$ cat src/rtl/control_unit.sv
`default_nettype none
// ============================================================================
// Module      : control_unit
// Description : Step sequencer for the 9-bit register-transfer processor.
//               Walks each instruction through T0..T3 and decodes the
//               current step plus the IR word into every register-enable,
//               bus-select and ALU control line of the datapath.
//               Instruction word: IIIXXXYYY (opcode, Rx, Ry).
// Revision    : 1.0 - initial release
// ============================================================================
module control_unit (
    input  logic       clk,
    input  logic       reset,
    input  logic       run,
    input  logic [8:0] IRdata,
    output logic       R0i,
    output logic       R1i,
    output logic       R2i,
    output logic       R3i,
    output logic       R4i,
    output logic       R5i,
    output logic       R6i,
    output logic       R7i,
    output logic       R0o,
    output logic       R1o,
    output logic       R2o,
    output logic       R3o,
    output logic       R4o,
    output logic       R5o,
    output logic       R6o,
    output logic       R7o,
    output logic       A_in,
    output logic       addsub,
    output logic       G_in,
    output logic       G_out,
    output logic       DIN_out,
    output logic       IR_in,
    output logic       done,
    output logic [1:0] tstep
);

    // Opcode field values
    localparam logic [2:0] c_OP_MV  = 3'b000;
    localparam logic [2:0] c_OP_MVI = 3'b001;
    localparam logic [2:0] c_OP_ADD = 3'b010;
    localparam logic [2:0] c_OP_SUB = 3'b011;

    typedef enum logic [1:0] {
        T0 = 2'd0,
        T1 = 2'd1,
        T2 = 2'd2,
        T3 = 2'd3
    } state_t;

    state_t     r_state;
    state_t     w_next_state;

    // Instruction fields, decoded every cycle from the datapath IR
    logic [2:0] w_opcode;
    logic [2:0] w_rx;
    logic [2:0] w_ry;
    logic [7:0] w_rx_sel;
    logic [7:0] w_ry_sel;

    // Raw (pre-reset-gating) control decode
    logic [7:0] w_rin;
    logic [7:0] w_rout;
    logic       w_a_in;
    logic       w_addsub;
    logic       w_g_in;
    logic       w_g_out;
    logic       w_din_out;
    logic       w_ir_in;
    logic       w_done;

    // Reset-gated versions of the register select vectors
    logic [7:0] w_rin_g;
    logic [7:0] w_rout_g;

    assign w_opcode = IRdata[8:6];
    assign w_rx     = IRdata[5:3];
    assign w_ry     = IRdata[2:0];
    assign w_rx_sel = 8'b0000_0001 << w_rx;
    assign w_ry_sel = 8'b0000_0001 << w_ry;

    // Step register: reset always returns to T0, otherwise follow the decode
    always_ff @(posedge clk) begin
        if (reset) begin
            r_state <= T0;
        end else begin
            r_state <= w_next_state;
        end
    end

    // Next-step and control decode; every line idles low unless a step drives it
    always_comb begin
        w_next_state = r_state;
        w_rin        = 8'b0;
        w_rout       = 8'b0;
        w_a_in       = 1'b0;
        w_addsub     = 1'b0;
        w_g_in       = 1'b0;
        w_g_out      = 1'b0;
        w_din_out    = 1'b0;
        w_ir_in      = 1'b0;
        w_done       = 1'b0;

        case (r_state)
            T0: begin
                // Fetch: IR captures din on the edge that leaves T0
                w_ir_in      = run;
                w_next_state = run ? T1 : T0;
            end
            T1: begin
                w_next_state = T0;
                case (w_opcode)
                    c_OP_MV: begin
                        w_rout = w_ry_sel;
                        w_rin  = w_rx_sel;
                        w_done = 1'b1;
                    end
                    c_OP_MVI: begin
                        w_din_out = 1'b1;
                        w_rin     = w_rx_sel;
                        w_done    = 1'b1;
                    end
                    c_OP_ADD, c_OP_SUB: begin
                        // First operand goes into A
                        w_rout       = w_rx_sel;
                        w_a_in       = 1'b1;
                        w_next_state = T2;
                    end
                    default: begin
                        // Opcodes 100..111 retire as NOPs
                        w_done = 1'b1;
                    end
                endcase
            end
            T2: begin
                // Second operand on the bus, ALU result into G.
                // Only add/sub reach T2, and IR[6] separates them.
                w_rout       = w_ry_sel;
                w_g_in       = 1'b1;
                w_addsub     = IRdata[6];
                w_next_state = T3;
            end
            T3: begin
                // Write the ALU result back to Rx
                w_g_out      = 1'b1;
                w_rin        = w_rx_sel;
                w_done       = 1'b1;
                w_next_state = T0;
            end
            default: begin
                w_next_state = T0;
            end
        endcase
    end

    // While reset is asserted nothing may be enabled, including the fetch
    assign w_rin_g  = reset ? 8'b0 : w_rin;
    assign w_rout_g = reset ? 8'b0 : w_rout;

    assign {R7i, R6i, R5i, R4i, R3i, R2i, R1i, R0i} = w_rin_g;
    assign {R7o, R6o, R5o, R4o, R3o, R2o, R1o, R0o} = w_rout_g;

    assign A_in    = w_a_in    & ~reset;
    assign addsub  = w_addsub  & ~reset;
    assign G_in    = w_g_in    & ~reset;
    assign G_out   = w_g_out   & ~reset;
    assign DIN_out = w_din_out & ~reset;
    assign IR_in   = w_ir_in   & ~reset;
    assign done    = w_done    & ~reset;
    assign tstep   = reset ? 2'd0 : r_state;

endmodule
`default_nettype wire
$ cat config.mk
export PLATFORM = sky130hd
export DESIGN_NAME = control_unit
export DESIGN_NICKNAME = d
export VERILOG_FILES = /design/src/rtl/control_unit.sv
export SDC_FILE = /design/constraint.sdc
export NUM_CORES = 1
export LEC_CHECK = 0
export ABC_CLOCK_PERIOD_IN_PS = 2180
export CAP_MARGIN = 20
export CELL_PAD_IN_SITES_DETAIL_PLACEMENT = 2
export CELL_PAD_IN_SITES_GLOBAL_PLACEMENT = 2
export CORE_MARGIN = 1.5
export CORE_UTILIZATION = 14
export CTS_CLUSTER_SIZE = 30
export DETAILED_ROUTE_END_ITERATION = 16
export PLACE_DENSITY_LB_ADDON = 0.08
export SKIP_CTS_REPAIR_TIMING = 1
export SLEW_MARGIN = 20
export SYNTH_ARGS = -nofsm -noshare
export SYNTH_HDL_FRONTEND = slang
export SYNTH_SLANG_ARGS = --single-unit
export TNS_END_PERCENT = 10
$ cat constraint.sdc
create_clock -name clk -period 2.18 [get_ports clk]
set_clock_uncertainty 0.15 [all_clocks]
set_input_delay 0.654 -clock clk [delete_from_list [all_inputs] [get_ports clk]]
set_output_delay 0.654 -clock clk [all_outputs]
set_load 0.005 [all_outputs]
==> metrics, run 1 <==
Arrival @ worst endpoint 1.70 ns; wire length on met3 141 um; maxcap violations 0; Pins Over Slew Limit 0; Reg clk slew, reported paths 0.03 ns; die width 59.0 um; largest family of logic cells by synthesized area simple AND/OR/NAND/NOR gates; Top Layer Used met4; WP data required 1.38 ns; largest net degree at the start of global routing 13; Wirelength per Cell 14.3 um; Peak VDD IR 0.0877 mV; total global-route track usage 13.0%; Hold Path Class register to register; worst-margin pin slew 0.408 ns; CTS Buf Count 3; clock latency on the worst-skew pair 0.23 ns; Worst setup EP type output port; Final period util 115%; Synth Area in XOR/XNOR 0%; DIE HEIGHT 59.0 um; failing checks negative setup slack; H-tree levels 1; reg2reg setup slack 0.70 ns; cell leakage power 0.675 nW; slew margin rel. 72.7%; Vias 735; Reg2Reg Launch Point r_state[0]$_SDFF_PP0_; global-route wire length before repair 3.45 mm; DP Wirelength 1.77 mm; Antenna Nets Post-Route 0; # rows 20; share of the synthesized area in the top cell type 11.4%; WL met2 1.21 mm; critical path buffer and inverter count 3; Hold WS 0.475 ns; Mean Syn Cell Area 7.32 sq um; Layout area overhead 186%; top area cells in the synthesized netlist ha_1, dfxtp_1, o32ai_1; RSZ-0062 raised after global routing true; Cell Area, Synth 439 sq um; adder-cell share of the synthesized area 11.4%; Synth Area in Compound Gates 19.9%; Syn Nets 76; Tot Pwr 0.000252 W; Hold Fails Final Rpt 0; Routed WL 2.37 mm; yosys warns 0; critical path's largest stage delay 0.30 ns; CTS max path bufs 2; nets@finish 140; Initial Utilization 14.5%; drt pass-1 iters 2; Crit-path slowest cell nor4b_4; clock root cell clkbuf_4; highest clock rate 399 MHz; Tmin final 2.51 ns; EDFF count, synth 0; setup TNS -3.40 ns; CTS Sinks 2; final setup fails 18; CP Class primary input to output port; Most used DFF post-synth dfxtp_1; Critical Path Sink R3o; ratio of cells with drive above 1 in the final layout 73.8%; Cells after Synth 60; Ports 37; startpoint types primary input; TritonCTS clock tree done; outcome complete, but fails checks; RR Endpoint r_state[0]$_SDFF_PP0_; PwrDens 201 nW/um^2; Placer Congestion 0.710; #FFs+latches synth 2; crit-path cells clkbuf_2 -> nor4b_4 -> buf_4 -> nor2_4 -> o32ai_2 -> buf_2; Remaining Overflow, GRT 0; post-synthesis simple-gate area fraction 56.1%; setup ws final -0.326 ns; Detailed Route Iter0 Violations 6; Critical Path Source IRdata[6]; CP max FO 4; asr flop ratio synth 0%; Remaining DRCs 0; M1 WL 998 um; fill count 329; port bufs 36; CP top delay family buffers and inverters; worst-case reg-to-reg path depth 7; area of the core 3030 sq um; Worst path depth 6; sequential fraction of the synthesis area 9.12%; largest area contributor in the netlist ha_1; initial antenna violation count 0; # diodes 0; fraction of synthesized area in multiplexers 0%; routed vias/inst 4.43; Unique masters post-synth 27; die area 3480 sq um; vias in the first global route 759
-- cells in the final DEF (no fill, tap or decap), types with 3 or more instances in the layout --
master          synthesis  final
nor2_1                  6      4
buf_2                   0      9
dlymetal6s2s_1          0     12
clkbuf_4                0      3
o32ai_2                 0      4
o22ai_2                 0      3
nand2_1                 4      3
nor3_2                  0      4
buf_4                   0     20
ha_4                    0      3
clkbuf_2                0     10
buf_6                   0      7
-- Yosys cell counts (3+ instances only) --
cell      n
nor2b_1   3
o22ai_1   4
nor3_1    4
inv_1     3
o32ai_1   4
nand2_1   4
nor4_1    4
a21oi_1   3
nor2_1    6
ha_1      4
nand2b_1  3
-- layer usage --
| layer | global-route usage [%] | vias up |
|---|---|---|
| li1 | - | 353 |
| met1 | 16.5 | 355 |
| met2 | 22.7 | 25 |
| met3 | 3.28 | 2 |
| met4 | 1.95 | 0 |
| met5 | 0 | - |
-- how the worst min path moves through the flow --
stage                         from       end  slack, ns  depth (start not counted)
final                     register  register       0.48                          3
after global routing      register  register       0.51                          3
after CTS                 register  register       0.45                          3
after detailed placement  register  register       0.45                          3
after global placement    register  register       0.43                          3
after floorplan           register  register       0.31                          2
-- power by group --
part / internal [W] / switching [W] / total (W)
Combinational: 0.0000645 / 0.0000624 / 0.000127
Sequential: 0.0000385 / 0.00000124 / 0.0000397
Clock: 0.0000610 / 0.0000245 / 0.0000856
-- final cells by class --
class                      count  area [sq um]  share of cell area (%)
sequential                     2          42.5                    3.39
multi-input combinational     54           623                    49.6
tap                           44          55.1                    4.38
inverter                       3          13.8                    1.10
timing repair buffer          60           499                    39.7
clock buffer                   3          22.5                    1.79
-- stage by stage --
stage                     instance area [sq um]  utilization, %  cells  setup slack [ns]
after detailed placement                    993            32.8    158             -1.13
after CTS                                  1020            33.6    161             -1.16
after global placement                      993            32.8    158             -1.07
after floorplan                             439               -     60           0.00667
final                                      1260            41.5    166            -0.326
after global routing                       1260            41.5    166            -0.390
-- logic make-up after synthesis --
logic type / count (synthesis)
AO/OA/AOI/OAI: 13
AND/OR/NAND/NOR: 37
buffers and inverters: 4
flip-flops: 2
adder cells (fa/ha/maj): 4
-- tightest hold or removal path: stages, from the launching register on --
cell     delay, ns
dfxtp_2       0.32
buf_4         0.15
nand2_1       0.05
a21oi_1       0.05
Note: power is estimated with default switching activity, not from simulation.
==> inputs of run 2 (changes only) <==
Settings changed: MAX_ROUTING_LAYER set to met4.
==> metrics, run 2 (same netlist as run 1, synthesis figures left out) <==
worst-margin pin slew 0.409 ns (+0.000748 ns); Worst setup EP type output port; Non-Filler Instances 166 (unchanged); Ports 37 (unchanged); CTS Buf Count 3 (unchanged); Detailed Route Iter0 Violations 6 (unchanged); setup TNS -3.41 ns (-0.00961 ns); outcome complete, but fails checks; CP max FO 4 (unchanged); failing checks negative setup slack; Remaining DRCs 0 (unchanged); WP data required 1.38 ns (about the same); startpoint types primary input; Initial Utilization 14.5% (unchanged); Layout area overhead 186% (unchanged); crit-path cells clkbuf_2 -> nor4b_4 -> buf_4 -> nor2_4 -> o32ai_2 -> buf_2; Crit-path slowest cell nor4b_4; Vias 735 (unchanged); critical path buffer and inverter count 3 (unchanged); DP Worst Slack -1.13 ns (unchanged); post-placement cell count 158 (unchanged); Final period util 115% (about the same); Placer Congestion 0.718 (+1.1%); Peak VDD IR 0.0877 mV (about the same); initial antenna violation count 0 (unchanged); final setup fails 18 (unchanged); port bufs 36 (unchanged); fill count 329 (unchanged); cell leakage power 0.675 nW (unchanged); most common cell after layout, fill and taps aside buf_4; Antenna Nets Post-Route 0 (unchanged); critical path's largest stage delay 0.30 ns (about the same); global-route wire length before repair 3.45 mm (unchanged); setup ws final -0.326 ns (-0.0000310 ns); TritonCTS clock tree done; CP Class primary input to output port; Critical Path Source IRdata[6]; nets@finish 140 (unchanged); Reg2Reg Launch Point r_state[0]$_SDFF_PP0_; H-tree levels 1 (unchanged); routed vias/inst 4.43 (unchanged); total global-route track usage 13.4% (+0.38 points); Arrival @ worst endpoint 1.70 ns (about the same); Reg clk slew, reported paths 0.03 ns (about the same); drt pass-1 iters 2 (unchanged); # rows 20 (unchanged); PwrDens 201 nW/um^2 (about the same); CTS Sinks 2 (unchanged); ratio of cells with drive above 1 in the final layout 73.8% (unchanged); Hold Fails Final Rpt 0 (unchanged); Routed WL 2.37 mm (+0.17%); RSZ-0062 raised after global routing true; CP top delay family buffers and inverters; Hold Path Class register to register; area of the core 3030 sq um (unchanged); maxcap violations 0 (unchanged); highest clock rate 399 MHz (about the same); # diodes 0 (unchanged); Tmin final 2.51 ns (+0.0000310 ns); slew margin rel. 72.7% (about the same); reg2reg setup slack 0.70 ns (about the same); clock latency on the worst-skew pair 0.23 ns (about the same); die area 3480 sq um (unchanged); Pins Over Slew Limit 0 (unchanged); clock root cell clkbuf_4; Wirelength per Cell 14.3 um (+0.17%); most frequent cells in the layout buf_4, dlymetal6s2s_1, clkbuf_2; die width 59.0 um (unchanged); DP Wirelength 1.77 mm (unchanged); DIE HEIGHT 59.0 um (unchanged); Remaining Overflow, GRT 0 (unchanged); CTS max path bufs 2 (unchanged); vias in the first global route 758 (-0.13%); largest net degree at the start of global routing 13 (unchanged)
==> run 2: cell counts in the layout (fill, tap and decap cells not counted) <==
No cell type changed its count.
==> run 2: path summary, 6_finish.rpt <==
path,endpoint,cells past startpoint
setup / recovery,R3o,6
hold / removal,register,3
setup reg to reg,r_state[0]$_SDFF_PP0_,7
hold reg to reg,register,3
==> run 2: metrics by stage <==
step           power (W)  utilization, %  hold WS (ns)  cell area, sq um
4_1_cts         0.000225            33.6         0.454              1020
6_report        0.000252            41.5         0.475              1260
3_5_place_dp    0.000135            32.8         0.449               993
3_3_place_gp    0.000132            32.8         0.433               993
5_1_grt         0.000275            41.5         0.511              1260
2_1_floorplan  0.0000697               -         0.315               439
==> run 2: area by class of cell <==
| cell class | count | area (sq um) | area share (%) |
|---|---|---|---|
| Tap cell | 44 | 55.1 | 4.38 |
| Sequential cell | 2 | 42.5 | 3.39 |
| Clock buffer | 3 | 22.5 | 1.79 |
| Inverter | 3 | 13.8 | 1.10 |
| Multi-Input combinational cell | 54 | 623 | 49.6 |
| Timing Repair Buffer | 60 | 499 | 39.7 |
==> run 2: power breakdown <==
part | leakage (nW) | internal (W) | switching (W)
Combinational | 0.644 | 0.0000645 | 0.0000624
Sequential | 0.0172 | 0.0000385 | 0.00000124
Clock | 0.0138 | 0.0000610 | 0.0000245
Total | 0.675 | 0.000164 | 0.0000882
==> run 2: layer usage <==
layer / global-route usage [%] / wire length [um] / share of wire (%)
met1: 16.9 / 1020 / 43
met4: 1.95 / 16 / 0.67
met3: 2.62 / 125 / 5.3
met5: - / 0 / 0
met2: 22.7 / 1220 / 51
==> run 2: worst register-to-register path, stage by stage, from the launching register on <==
cell and delay [ns]:
dfxtp_2 0.34, inv_2 0.06, buf_6 0.12, ha_4 0.16, buf_6 0.12, nor2b_4 0.12
buf_4 0.13, a21o_1 0.17
